$ cat src/rtl/fetch_pc_ctrl.sv
// Instruction-memory front end. After reset it loads a byte-stream program into
// instruction memory, then generates halfword fetch addresses (stall/redirect/halt).
module fetch_pc_ctrl #(
  parameter int MEM_DEPTH = 512
) (
  input  logic        clk_i,
  input  logic        reset_n_i,
  input  logic        byte_valid_i,
  input  logic [7:0]  byte_i,
  output logic        byte_ready_o,
  input  logic        stall_pipeline_i,
  input  logic        redirect_i,
  input  logic [31:0] redirect_addr_i,
  input  logic        halt_i,
  output logic        prog_we_o,
  output logic [15:0] prog_data_o,
  output logic [31:0] instr_addr_o,
  output logic        fetch_valid_o,
  output logic        loading_o,
  output logic        load_err_o
);

  localparam int WORD      = 32;
  localparam int HALF_WORD = 16;

  typedef enum logic [2:0] {
    HDR_LO,
    HDR_HI,
    DATA_LO,
    DATA_HI,
    WR,
    RUN,
    HALT
  } state_e;

  state_e               state_q, state_d;
  logic [15:0]          count_q, count_d;
  logic [7:0]           lo_q, lo_d;
  logic [WORD-1:0]      addr_q, addr_d;
  logic [HALF_WORD-1:0] data_q, data_d;
  logic                 err_q, err_d;

  logic [15:0]          hdr_count;
  logic                 hdr_too_big;
  logic [WORD-1:0]      last_idx;

  // Header count is assembled from the incoming high byte and the stored low byte.
  assign hdr_count   = {byte_i, count_q[7:0]};
  assign hdr_too_big = {1'b0, hdr_count} > 17'(MEM_DEPTH);
  assign last_idx    = {{(WORD-16){1'b0}}, count_q} - WORD'(1);

  // NOTE: state registers use non-blocking assignments so every flop samples
  // the pre-edge values of its neighbours; blocking here would create races.
  always_ff @(posedge clk_i) begin
    if (!reset_n_i) begin
      state_q <= HDR_LO;
      count_q <= '0;
      lo_q    <= '0;
      addr_q  <= '0;
      data_q  <= '0;
      err_q   <= 1'b0;
    end else begin
      state_q <= state_d;
      count_q <= count_d;
      lo_q    <= lo_d;
      addr_q  <= addr_d;
      data_q  <= data_d;
      err_q   <= err_d;
    end
  end

  // NOTE: every next-state signal is given its hold value first, so no path
  // through the case statement leaves one unassigned and no latch is inferred.
  always_comb begin
    state_d = state_q;
    count_d = count_q;
    lo_d    = lo_q;
    addr_d  = addr_q;
    data_d  = data_q;
    err_d   = err_q;

    unique case (state_q)
      HDR_LO: begin
        if (byte_valid_i) begin
          count_d = {8'h00, byte_i};
          state_d = HDR_HI;
        end
      end
      HDR_HI: begin
        if (byte_valid_i) begin
          count_d = hdr_count;
          addr_d  = '0;
          if (hdr_count == 16'd0) begin
            state_d = RUN;
          end else if (hdr_too_big) begin
            state_d = HALT;
            err_d   = 1'b1;
          end else begin
            state_d = DATA_LO;
          end
        end
      end
      DATA_LO: begin
        if (byte_valid_i) begin
          lo_d    = byte_i;
          state_d = DATA_HI;
        end
      end
      DATA_HI: begin
        if (byte_valid_i) begin
          data_d  = {byte_i, lo_q};
          state_d = WR;
        end
      end
      WR: begin
        // addr_q already holds the index being written this cycle.
        if (addr_q == last_idx) begin
          addr_d  = '0;
          state_d = RUN;
        end else begin
          addr_d  = addr_q + WORD'(1);
          state_d = DATA_LO;
        end
      end
      RUN: begin
        if (halt_i) begin
          state_d = HALT;
        end else if (redirect_i) begin
          addr_d = redirect_addr_i;
        end else if (!stall_pipeline_i) begin
          addr_d = addr_q + WORD'(1);
        end
      end
      HALT: begin
        state_d = HALT;
      end
      default: begin
        state_d = HDR_LO;
      end
    endcase
  end

  assign byte_ready_o  = (state_q == HDR_LO) || (state_q == HDR_HI) ||
                         (state_q == DATA_LO) || (state_q == DATA_HI);
  assign loading_o     = byte_ready_o || (state_q == WR);
  assign prog_we_o     = (state_q == WR);
  assign fetch_valid_o = (state_q == RUN);
  assign prog_data_o   = data_q;
  assign instr_addr_o  = addr_q;
  assign load_err_o    = err_q;

endmodule

$ cat config.mk
export PLATFORM = sky130hd
export DESIGN_NAME = fetch_pc_ctrl
export DESIGN_NICKNAME = d
export VERILOG_FILES = /design/src/rtl/fetch_pc_ctrl.sv
export SDC_FILE = /design/constraint.sdc
export NUM_CORES = 1
export LEC_CHECK = 0
export ABC_CLOCK_PERIOD_IN_PS = 2800
export CORE_MARGIN = 4
export CORE_UTILIZATION = 48
export CTS_BUF_LIST = sky130_fd_sc_hd__clkbuf_4
export DETAILED_ROUTE_END_ITERATION = 10
export PLACE_DENSITY = 0.87
export SKIP_CTS_REPAIR_TIMING = 1
export SYNTH_ARGS = -nofsm -noshare
export SYNTH_HDL_FRONTEND = slang
export SYNTH_SLANG_ARGS = --single-unit
$ cat constraint.sdc
create_clock -name clk_i -period 2.8 [get_ports clk_i]
set_clock_uncertainty 0.15 [all_clocks]
set_input_delay 0.56 -clock clk_i [delete_from_list [all_inputs] [get_ports clk_i]]
set_output_delay 0.56 -clock clk_i [all_outputs]
set_load 0.01 [all_outputs]
==> qor.txt <==
status = finished with violations
violated checks = setup timing
post-synthesis sequential area ratio = 32.5%
max-slew violation count = 0
maximum vdd drop = 0.390 mV
Initial Util = 49.9%
post-place instance area = 6140 um^2
global-route wire length before repair = 26700 um
setup tns final = -2870 ps
Syn. warnings = 0
combinational power share = 26.3%
Synth Instances = 628
dominant cells by area after synthesis = dfxtp_1 (33%), nand2_1 (7.6%), a21oi_1 (5.5%), xnor2_1 (5.1%), o21ai_0 (4.8%)
Clk pwr share = 29.4%
Area Growth Syn to Fin = 38.1%
part of the power in registers = 44.2%
IO buf count = 98
Residual DRC = 0
asr flop ratio synth = 0%
Worst EP required = 2990 ps
die height = 107 um
post-detail-place hpwl = 12000 um
largest net degree at the start of global routing = 58
FMAX = 337 MHz
Clock transition at path regs = 130 ps
initial antenna violation count = 0
crit path max fanout = 9
final worst slack = -164 ps
clock buffer depth = 2
cell taking the most area after synthesis = dfxtp_1
Antenna Cells = 0
vias = 5495
Crit path arrival time = 3160 ps
Cell variety after synth = 60
Sw Ratio = 32.7%
Synthesized Nets = 676
Crit. End Element = flip-flop
vias in the first global route = 5422
Switch Pwr = 0.000841 W
Leakage = 2.40 nW
fin area = 6460 um^2
die span in x = 107 um
Boundary Pins = 99
final hold vios = 0
Largest delay share family, worst path = simple AND/OR/NAND/NOR gates
layout cells sized above 1 = 15.2%
Routed Antenna Nets = 0
Pwr Density = 398 nW/um^2
wire per inst = 18.7 um
kind of critical path = reg -> reg
row count = 35
final hold slack = 319 ps
min-delay worst type = reg -> reg
Slew @ Worst Pin = 627 ps
Die ar. = 11400 um^2
Root Buffer = clkbuf_4
initial drt markers = 464
Final min period = 2960 ps
fin crit share = 106%
total grt overflow = 0
critical-path cell list = buf_4, nor4_4, buf_4, buf_6, nand4_1, or4_1, a211o_1, o21ai_2, buf_12, buf_6, a21boi_0, o211a_1
clock sink count = 76
Post-synth EDFFs = 0
ys flop type = dfxtp_1
Critical Path Source Type = flip-flop
final cell count without fillers = 893
RePlAce Congestion = 0.966
final setup fails = 33
worst-skew pair later-pin latency = 450 ps
Detailed Route WL = 16700 um
CP Buf/Inv Count = 5
drt first pass iters = 7
RSZ-0062 raised after global routing = true
Nets = 807
total CTS buffers = 9
Slew HR = 58.1%
Core Region = 9370 um^2
CTS H-Tree Depth = 3
total power = 0.00257 W
P_int = 0.00173 W
DR vias/cell = 6.15
Yosys top cell area share = 32.5%
placed instance count = 871
#FFs+latches synth = 76
CTS tree = built
Max Cap Violations = 0
slowest CP cell = or4_1
Global Route Usage Sum = 29.0%
slowest stage delay, CP = 440 ps
synthesized area = 4670 um^2
Syn Area/Cell = 7.44 um^2
[path summary, 6_finish.rpt]
path / startpoint / endpoint / slack, ps / depth (start not counted)
worst max-delay path: count_q[2] / instr_addr_o[17] / -160 / 12
worst max register to register: count_q[2] / instr_addr_o[17] / -160 / 12
worst min register to register: lo_q[0] / prog_data_o[0] / 320 / 2
worst min-delay path: lo_q[0] / prog_data_o[0] / 320 / 2
[final cells by class]
type | count | area [um^2]
well taps | 129 | 161
multi-input cells | 489 | 3000
repair buffers | 170 | 1570
fillers | 798 | 2920
clock inverters | 7 | 87.6
clock buffers | 9 | 67.6
flip-flops and latches | 76 | 1520
inverters | 13 | 48.8
[worst min-delay path: stages, from the launching register on]
cell and delay, ps:
dfxtp_1 330, nand2_1 50, a21oi_1 50
[cells in the mapped netlist (9+ instances only)]
master     n
and3_1    10
nor3_1    16
xnor2_1   27
a21o_1    14
mux2i_1   10
a21oi_1   51
a22oi_1   17
nand2_1   95
clkbuf_1  42
nand4_1   14
nor4_1    13
nand3_1   19
a211oi_1   9
inv_1     13
nor2_1    48
dfxtp_1   76
o21ai_0   45
xor2_1    17
[state kept, by name, summed over array words and instances, names as in the netlist]
signal / count
lo_q: 8
prog_data_o: 16
load_err_o: 1
state_q: 3
count_q: 16
instr_addr_o: 32
[cells by family after synthesis]
kind of cell / share of synthesized area [%]
simple gates: 25.5
compound gates: 25.3
flops: 32.5
buf+inv: 5.70
xor+xnor: 8.24
mux: 2.14
fa+ha+maj: 0.535
[cells in the final DEF (no fill, tap or decap), drive strengths merged, types with 4 or more instances in the layout]
cell and count:
a211oi 9, a21o 14, a21oi 51, a221o 4, a221oi 5, a22oi 17, a31oi 5, and3 10
and4 5, buf 72, clkbuf 9, clkdlybuf4s50 98, dfxtp 76, inv 18, mux2i 10, nand2 95
nand3 19, nand4 14, nor2 48, nor3 16, nor4 13, o21ai 47, o31ai 7, or2 4
or3 5, or4 5, xnor2 27, xor2 17
[power by group through the flow]
| stage | combinational [W] | clock [W] | sequential [W] |
|---|---|---|---|
| floorplan | 0.000351 | 0 | 0.00115 |
| global placement | 0.000583 | 0 | 0.00116 |
| detailed placement | 0.000602 | 0 | 0.00116 |
| CTS | 0.000606 | 0.000764 | 0.00113 |
| global route | 0.000727 | 0.000803 | 0.00114 |
| finish | 0.000676 | 0.000757 | 0.00114 |
[per-stage QoR]
step           worst slack, ps  util, %
6_report                  -164     68.9
5_1_grt                   -275     68.9
4_1_cts                   -310     67.2
3_5_place_dp              -267     65.5
3_3_place_gp             -44.9     65.5
2_1_floorplan            -54.4        -
[metal layers]
| layer | part of all wire, % | vias up | track usage (%) |
|---|---|---|---|
| met5 | 0 | - | 0 |
| li1 | - | 2534 | - |
| met4 | 3.3 | 0 | 11.8 |
| met1 | 39 | 2589 | 34.9 |
| met2 | 48 | 319 | 50.0 |
| met3 | 9.9 | 53 | 6.14 |
Note: power is estimated with default switching activity, not from simulation.
